`src/rtl/fir_frame_ctrl.sv`:
```
// Frame sequencer in front of a FIR filter: forwards framed samples, appends the
// zero tail, counts filter outputs and tags m_last. Optional filter clear via FIR_FRAME_CLEAR_EN.
module fir_frame_ctrl #(
  parameter int unsigned INPUT_WIDTH   = 16,
  parameter int unsigned OUTPUT_WIDTH  = 26,
  parameter int unsigned NUM_TAPS      = 37,
  parameter int unsigned MAX_FRAME     = 1024,
  parameter int unsigned CLEAR_CYCLES  = 4,
  parameter int unsigned DRAIN_TIMEOUT = 256
) (
  input  logic                    clk,
  input  logic                    rst,
  input  logic                    s_valid,
  output logic                    s_ready,
  input  logic [INPUT_WIDTH-1:0]  s_data,
  input  logic                    s_last,
  output logic                    fir_rst,
  output logic                    fir_valid_in,
  output logic [INPUT_WIDTH-1:0]  fir_din,
  input  logic                    fir_valid_out,
  input  logic [OUTPUT_WIDTH-1:0] fir_dout,
  output logic                    m_valid,
  output logic [OUTPUT_WIDTH-1:0] m_data,
  output logic                    m_last,
  output logic                    busy,
  output logic                    err_overflow,
  output logic                    err_timeout
);

  localparam int unsigned CW = $clog2(MAX_FRAME + NUM_TAPS) + 1;
  localparam int unsigned TW = $clog2(DRAIN_TIMEOUT + 1);
  localparam logic [CW-1:0] TAIL       = CW'(NUM_TAPS - 1);
  localparam logic [CW-1:0] FLUSH_LAST = CW'(NUM_TAPS - 2);
  localparam logic [CW-1:0] FRAME_MAX  = CW'(MAX_FRAME);
  localparam logic [TW-1:0] IDLE_LAST  = TW'(DRAIN_TIMEOUT - 1);

  if (NUM_TAPS < 2 || CLEAR_CYCLES < 1 || DRAIN_TIMEOUT < 1 || MAX_FRAME < 1) begin : g_bad_param
    $error("fir_frame_ctrl: invalid parameter set");
  end

`ifdef FIR_FRAME_CLEAR_EN
  typedef enum logic [2:0] {IDLE = 3'd0, RUN = 3'd1, FLUSH = 3'd2, DRAIN = 3'd3, CLEAR = 3'd4} state_t;
  localparam int unsigned KW = $clog2(CLEAR_CYCLES + 1);
  localparam logic [KW-1:0] CLR_LAST = KW'(CLEAR_CYCLES - 1);
  logic [KW-1:0] clr_cnt, clr_cnt_nxt;
  logic          fir_rst_nxt;
`else
  typedef enum logic [2:0] {IDLE = 3'd0, RUN = 3'd1, FLUSH = 3'd2, DRAIN = 3'd3} state_t;
`endif

  state_t                 state, state_nxt;
  logic [CW-1:0]          in_cnt, in_cnt_nxt;
  logic [CW-1:0]          flush_cnt, flush_cnt_nxt;
  logic [CW-1:0]          out_cnt, out_cnt_nxt;
  logic [TW-1:0]          idle_cnt, idle_cnt_nxt;
  logic                   s_ready_nxt, busy_nxt, fir_valid_in_nxt;
  logic [INPUT_WIDTH-1:0] fir_din_nxt;
  logic                   err_overflow_nxt, err_timeout_nxt;

  logic          accept_c, active_c, drain_done_c, frame_end_c, trunc_c;
  logic [CW-1:0] beat_cnt_c, tgt_c;

  // Output path is combinational so forwarded filter samples add no latency
  assign active_c     = (state == RUN) || (state == FLUSH) || (state == DRAIN);
  assign m_valid      = fir_valid_out & active_c;
  assign m_data       = fir_dout;
  assign tgt_c        = in_cnt + TAIL;
  assign m_last       = m_valid & ((out_cnt + CW'(1)) == tgt_c);
  assign drain_done_c = m_last | (out_cnt >= tgt_c);

  assign accept_c    = s_valid & s_ready;
  assign beat_cnt_c  = (state == IDLE) ? CW'(1) : in_cnt + CW'(1);
  assign trunc_c     = ~s_last & (beat_cnt_c == FRAME_MAX);
  assign frame_end_c = s_last | (beat_cnt_c == FRAME_MAX);

  always_comb begin
    state_nxt        = state;
    in_cnt_nxt       = in_cnt;
    flush_cnt_nxt    = flush_cnt;
    out_cnt_nxt      = m_valid ? out_cnt + CW'(1) : out_cnt;
    idle_cnt_nxt     = idle_cnt;
    fir_valid_in_nxt = 1'b0;
    fir_din_nxt      = '0;
    err_overflow_nxt = err_overflow;
    err_timeout_nxt  = err_timeout;
`ifdef FIR_FRAME_CLEAR_EN
    clr_cnt_nxt      = clr_cnt;
    fir_rst_nxt      = 1'b0;
`endif

    case (state)
      IDLE, RUN: begin
        if (accept_c) begin
          in_cnt_nxt       = beat_cnt_c;
          fir_valid_in_nxt = 1'b1;
          fir_din_nxt      = s_data;
          flush_cnt_nxt    = '0;
          if (state == IDLE) begin
            out_cnt_nxt = '0;
            state_nxt   = RUN;
          end
          if (frame_end_c) begin
            state_nxt = FLUSH;
          end
          if (trunc_c) begin
            err_overflow_nxt = 1'b1;
          end
        end
      end

      FLUSH: begin
        fir_valid_in_nxt = 1'b1;
        flush_cnt_nxt    = flush_cnt + CW'(1);
        if (flush_cnt == FLUSH_LAST) begin
          state_nxt    = DRAIN;
          idle_cnt_nxt = '0;
        end
      end

      DRAIN: begin
        if (drain_done_c || (!m_valid && idle_cnt == IDLE_LAST)) begin
          if (!drain_done_c) begin
            err_timeout_nxt = 1'b1;
          end
`ifdef FIR_FRAME_CLEAR_EN
          state_nxt   = CLEAR;
          clr_cnt_nxt = '0;
          fir_rst_nxt = 1'b1;
`else
          state_nxt   = IDLE;
`endif
        end else if (m_valid) begin
          idle_cnt_nxt = '0;
        end else begin
          idle_cnt_nxt = idle_cnt + TW'(1);
        end
      end

`ifdef FIR_FRAME_CLEAR_EN
      // Hold the filter in reset so each frame starts from an empty pipeline
      CLEAR: begin
        fir_rst_nxt = 1'b1;
        clr_cnt_nxt = clr_cnt + KW'(1);
        if (clr_cnt == CLR_LAST) begin
          fir_rst_nxt = 1'b0;
          state_nxt   = IDLE;
        end
      end
`endif

      default: state_nxt = IDLE;
    endcase

    s_ready_nxt = (state_nxt == IDLE) || (state_nxt == RUN);
    busy_nxt    = (state_nxt != IDLE);
  end

  always_ff @(posedge clk or posedge rst) begin
    if (rst) begin
      state        <= IDLE;
      in_cnt       <= '0;
      flush_cnt    <= '0;
      out_cnt      <= '0;
      idle_cnt     <= '0;
      s_ready      <= 1'b0;
      busy         <= 1'b0;
      fir_valid_in <= 1'b0;
      fir_din      <= '0;
      err_overflow <= 1'b0;
      err_timeout  <= 1'b0;
    end else begin
      state        <= state_nxt;
      in_cnt       <= in_cnt_nxt;
      flush_cnt    <= flush_cnt_nxt;
      out_cnt      <= out_cnt_nxt;
      idle_cnt     <= idle_cnt_nxt;
      s_ready      <= s_ready_nxt;
      busy         <= busy_nxt;
      fir_valid_in <= fir_valid_in_nxt;
      fir_din      <= fir_din_nxt;
      err_overflow <= err_overflow_nxt;
      err_timeout  <= err_timeout_nxt;
    end
  end

`ifdef FIR_FRAME_CLEAR_EN
  always_ff @(posedge clk or posedge rst) begin
    if (rst) begin
      clr_cnt <= '0;
      fir_rst <= 1'b0;
    end else begin
      clr_cnt <= clr_cnt_nxt;
      fir_rst <= fir_rst_nxt;
    end
  end
`else
  assign fir_rst = 1'b0;
`endif

endmodule

```
`config.mk`:
```
export PLATFORM = sky130hd
export DESIGN_NAME = fir_frame_ctrl
export DESIGN_NICKNAME = d
export VERILOG_FILES = /design/src/rtl/fir_frame_ctrl.sv
export SDC_FILE = /design/constraint.sdc
export NUM_CORES = 1
export LEC_CHECK = 0
export BUFFER_PORTS_ARGS = -buffer_cell sky130_fd_sc_hd__buf_2
export CAP_MARGIN = 10
export CORE_ASPECT_RATIO = 1.5
export CORE_MARGIN = 10
export CORE_UTILIZATION = 30
export CTS_BUF_LIST = sky130_fd_sc_hd__clkbuf_2 sky130_fd_sc_hd__clkbuf_4 sky130_fd_sc_hd__clkbuf_8
export DETAILED_ROUTE_END_ITERATION = 8
export PLACE_DENSITY_LB_ADDON = 0.05
export SYNTH_ARGS = -nofsm -noshare
export SYNTH_HDL_FRONTEND = slang
export SYNTH_SLANG_ARGS = --single-unit
```
`constraint.sdc`:
```
create_clock -name clk -period 3.9 [get_ports clk]
set_input_delay 0.78 -clock clk [delete_from_list [all_inputs] [get_ports clk]]
set_output_delay 0.78 -clock clk [all_outputs]
set_load 0.05 [all_outputs]
```
==> After elaboration in Yosys (flattened, before gate mapping) <==
Cells that the tools add are included.
{ "op_classes": {"n_addsub": 5, "magnitude_cmp": 1, "n_eq_ne": 11, "mux": 21, "n_bitwise": 8, "reduce_logical": 17} }
{ "op_table": {"columns": ["operator", "n"], "rows": [
  ["12-bit two-way mux", 6],
  ["12-bit by 1-bit adder with 12-bit output, second input constant", 3],
  ["16-bit two-way mux", 2],
  ["9-bit two-way mux", 3],
  ["12-bit one-hot mux with 2 select lines", 1],
  ["9-bit one-hot mux with 2 select lines", 1],
  ["3-bit two-way mux", 5],
  ["12-bit by 6-bit adder with 12-bit output, second input constant", 1],
  ["12-bit by 11-bit equality test with 1-bit output, second input constant", 1],
  ["12-bit equality test", 1],
  ["12-bit by 6-bit equality test with 1-bit output, second input constant", 1],
  ["12-bit greater-or-equal comparator", 1],
  ["9-bit by 1-bit adder with 9-bit output, second input constant", 1],
  ["9-bit by 8-bit equality test with 1-bit output, second input constant", 1],
  ["3-bit one-hot mux with 3 select lines", 1],
  ["3-bit AND reduction", 3],
  ["3-bit by 1-bit equality test with 1-bit output, second input constant", 2],
  ["3-bit by 2-bit equality test with 1-bit output, second input constant", 2],
  ["3-bit zero test", 2],
  ["1-bit AND", 4],
  ["1-bit logical OR", 4],
  ["2-bit inequality test, second input constant", 2],
  ["2-bit AND reduction", 2],
  ["2-bit nonzero test", 2],
  ["other kinds (9)", 11]
]} }
{ "totals": {"register_bits": 69, "input_bits": 47, "wordCells": 74} }

==> Depth between registers and ports, before layout <==
{ "logic_depth": {"depth_word": 11, "ltp_mapped": 14} }

==> Worst setup path before layout <==
Ideal clock, no wire load.
{ "synth_path": {"kind": "flip-flop to flip-flop", "from": "register in_cnt[2]", "to": "register idle_cnt[4]", "setup_time_ns": 0.124, "arrival_ns": 3.211, "t_required_ns": 3.776, "setup_slack_ns": 0.565, "stages_incl_launch_ff": 15, "period_less_slack_ns": 3.335, "path_cell_list": "dfrtp_1 -> ha_1 -> buf_2 -> a21oi_2 -> or3_1 -> and2_1 -> ha_1 -> and4_1 -> a211oi_1 -> o211ai_1 -> a221oi_1 -> a31oi_2 -> or2_1 -> buf_4 -> a211o_1"} }
{ "synth_via": {"elab_chain_len": 7} }
{ "synth_rtl": {"columns": ["item", "line", "text"], "rows": [
  ["from (decl)", "52", "logic [CW-1:0] in_cnt, in_cnt_nxt;"],
  ["from (signal assigned)", "173", "in_cnt <= in_cnt_nxt;"],
  ["12-bit by 6-bit adder with 12-bit output *", "67", "assign tgt_c = in_cnt + TAIL;"],
  ["parallel branches: the longest is 2 deep, another holds 12-bit greater-or-equal comparator", null, null],
  ["1-bit bitwise OR *", "69", "assign drain_done_c = m_last | (out_cnt >= tgt_c);"],
  ["1-bit logical OR *", "121", "if (drain_done_c || (!m_valid && idle_cnt == IDLE_LAST)) begin"],
  ["2-bit inequality test (no line) *", null, null],
  ["3-bit AND reduction (no line) *", null, null],
  ["to (signal assigned)", "176", "idle_cnt <= idle_cnt_nxt;"],
  ["to (decl)", "55", "logic [TW-1:0] idle_cnt, idle_cnt_nxt;"]
]} }
Every way passes the cells marked *.
A chain may end at the register's enable or synchronous reset.

==> Worst setup path in the final report <==
{ "layout_path": {"from": "register in_cnt[4]", "to": "output m_last"} }
{ "layout_via": {"elab_chain_len": 3} }
{ "layout_rtl": {"columns": ["item", "line", "text"], "rows": [
  ["12-bit by 6-bit adder with 12-bit output", "67", null],
  ["12-bit equality test", "68", "assign m_last = m_valid & ((out_cnt + CW'(1)) == tgt_c);"],
  ["1-bit AND", "68", null],
  ["to (decl)", "24", "output logic m_last,"]
]} }
No other way between the ends.

==> flow_summary.ini <==
[worst_setup_path]
crit_chain = a31oi_4 -> o31a_1 -> or4_1 -> a211oi_2 -> nand4_1 -> inv_1 -> buf_2
endpoint_kind = primary output
crit_required_ns = 3.12
slowest_stage = dfrtp_1
max_stage_delay_ns = 0.62
path_class = reg -> out
cp_max_fo = 12
cp-start-kind = flip-flop
arrival_ns = 2.89

[synthesis]
synth_async_sr_flop_share_pct = 100
syn_inst = 462
syn_area_per_cell_um2 = 9.33
syn_area_um2 = 4310
ys_types = 64
yosysMostFrequentCell = dfrtp_1
ys_ff_latch = 69
ys_top_cells_by_area = dfrtp_1 (40%), buf_4 (6.1%), ha_1 (5.2%), o21ai_0 (3.9%), xnor2_1 (3.9%)
synth_top_cell_by_area = dfrtp_1
yosysSeqAreaShare_pct = 40.1
synthFlopType = dfrtp_1
synth_common_cells = dfrtp_1 (69), buf_4 (35), nor2_1 (34), o21ai_0 (34), nand2_1 (29)
yosys.area.top_type_share_pct = 40.1
synth_edf_count = 0
synth_warnings = 0

[cts]
cts_resized = 0
cts_tree = built
root_buffer = clkbuf_8
cts_buffer_depth = 2
clk_pin_slew_ns = 0.08
cts_hold_buf = 0
clock-sinks = 69
cts_made_buffers = 9
cts_setup_buffers = 0
clk_latency_ns = 0.36
htree_levels = 3

[die]
fp.dieW_um = 118
ios = 97
core_um2 = 14100
die_height_um = 167
core.rowCount = 53
fp.dieArea_um2 = 19700
initial_core_util_pct = 30.7

[sta]
finalSetupViolCount = 0
max-slew-margin-rel_pct = 34.2
finalClockSkew_ns = 0.0116
worst_pin_slew_ns = 0.979
rsz0062_at_grt = false
setup_tns_ns = 0
finalCriticalPeriod_ns = 3.67
hold_violations = 0
drv_slew = 0
fin_crit_sh_pct = 94.2
max_freq_mhz = 272

[detailed_routing]
wl_per_cell_um = 16.4
drt_iter0_drc = 107
drc = 0
vias_per_cell = 4.95
antenna_left = 0
routed_wl_um = 11100
route.vias.total = 3343
drtPass1Iterations = 5

[grt]
grt-ovfl-total = 0
grt_pass1_vias = 3309
grt_pass1_wl_um = 18100
grt_max_degree = 70
antenna_found_initial = 0
grt_use_total_pct = 11.4

[layout]
fillCellCount = 1500
diodes = 0
nets = 543
syn_to_final_growth_pct = 9.72
design_area_um2 = 4730
post_route_cells_drive_above_1_share_pct = 18.6

[pwr]
leakagePower_nw = 2.07
peakVddDrop_uv = 168
powerDensity_nw_per_um2 = 457

[status]
status = complete, no violations

[placed_design]
gp_congestion = 0.775
numPortBuffers = 43
dp_hpwl_um = 8160
placed_cell_area_um2 = 4530

[job]
maxCapViolations = 0

[min_path]
hold_path_class = reg -> reg
==> path summary, 6_finish.rpt <==
kind,startpoint,to,slack [ns],cells after the start
min in group asynchronous,rst,fir_din[1],0.69,3
max reg2reg,in_cnt[2],idle_cnt[4],0.37,13
max in group asynchronous,rst,in_cnt[6],2.60,3
min reg2reg,idle_cnt[7],idle_cnt[7],0.50,1
max,in_cnt[4],m_last,0.23,7
min,idle_cnt[7],idle_cnt[7],0.50,1
==> metrics by stage <==
stage / setup WS (ns) / hold slack (ns) / instances / power, mW / utilization (%)
floorplan: 0.565 / 0.445 / 463 / 1.43 / -
finish: 0.227 / 0.496 / 675 / 2.16 / 33.6
detailed placement: 0.389 / 0.475 / 659 / 1.56 / 32.2
global route: 0.0476 / 0.515 / 675 / 2.31 / 33.6
CTS: 0.191 / 0.496 / 675 / 2.21 / 33.6
global placement: 0.483 / 0.467 / 659 / 1.56 / 32.2
==> kinds of logic (layout without fill, tap and decap cells) <==
kind of cell | count (synthesis) | in the layout | synth area share (%)
flip-flops | 69 | 69 | 40.1
XOR/XNOR | 29 | 29 | 6.59
buffers and inverters | 64 | 84 | 9.00
AND/OR/NAND/NOR | 175 | 175 | 21.7
other | 1 | 2 | 0.0870
AO/OA/AOI/OAI | 105 | 105 | 17.1
multiplexers | 1 | 1 | 0.232
adder cells (fa/ha/maj) | 18 | 18 | 5.23
==> worst max-delay path, delay by kind of cell, from the launching register on <==
family	cells	cell delay [ns]
AOI/OAI and AO/OA	3	0.78
and+or+nand+nor	2	0.77
DFF	1	0.62
buffers and inverters	2	0.36
==> placed cells by master, fill, tap and decap left out, types with 3 or more instances in the layout <==
cell,instances
o211ai_1,3
a21o_1,3
a31oi_1,6
a21oi_1,7
xor2_1,8
ha_1,18
or2_2,5
a22o_1,6
o41ai_1,3
nand3_1,27
xnor2_1,19
nand2_1,29
a211oi_1,5
nand2b_1,7
o211a_1,3
o21ai_0,34
nor2_1,34
inv_6,4
nand4_1,10
and2_1,19
buf_2,43
nor4_1,9
buf_4,12
or3_1,3
clkbuf_8,9
o31ai_1,12
dfrtp_1,69
and3_1,4
o31a_1,5
nor3_1,11
inv_1,10
==> report_power, final <==
part / switching, mW / internal [mW]
sequential: 0.0800 / 0.795
combinational: 0.436 / 0.221
clock: 0.323 / 0.304
total: 0.839 / 1.32
==> cell type report <==
type,count,area [µm²],area share [%]
timing repair buffer,55,305,6.46
clock buffer,9,124,2.62
inverter,13,48.8,1.03
multi-input combinational,330,2200,46.6
tap,192,240,5.08
sequential,69,1730,36.5
clock inverter,7,80.1,1.69
==> sequential cells by signal (all words and copies together), names as in the netlist <==
signal	count
flush_cnt	12
err_timeout	1
out_cnt	12
idle_cnt	9
s_ready	1
err_overflow	1
in_cnt	12
fir_din	16
busy	1
fir_valid_in	1
state	3
==> metal layers <==
layer / GRT usage (%) / share of wire (%) / up-vias
met1: 12.5 / 41 / 1607
met5: 0 / 0 / -
met2: 20.7 / 55 / 54
li1: - / - / 1668
met3: 2.67 / 3.0 / 14
met4: 3.99 / 1.3 / 0
Note: power is estimated with default switching activity, not from simulation.
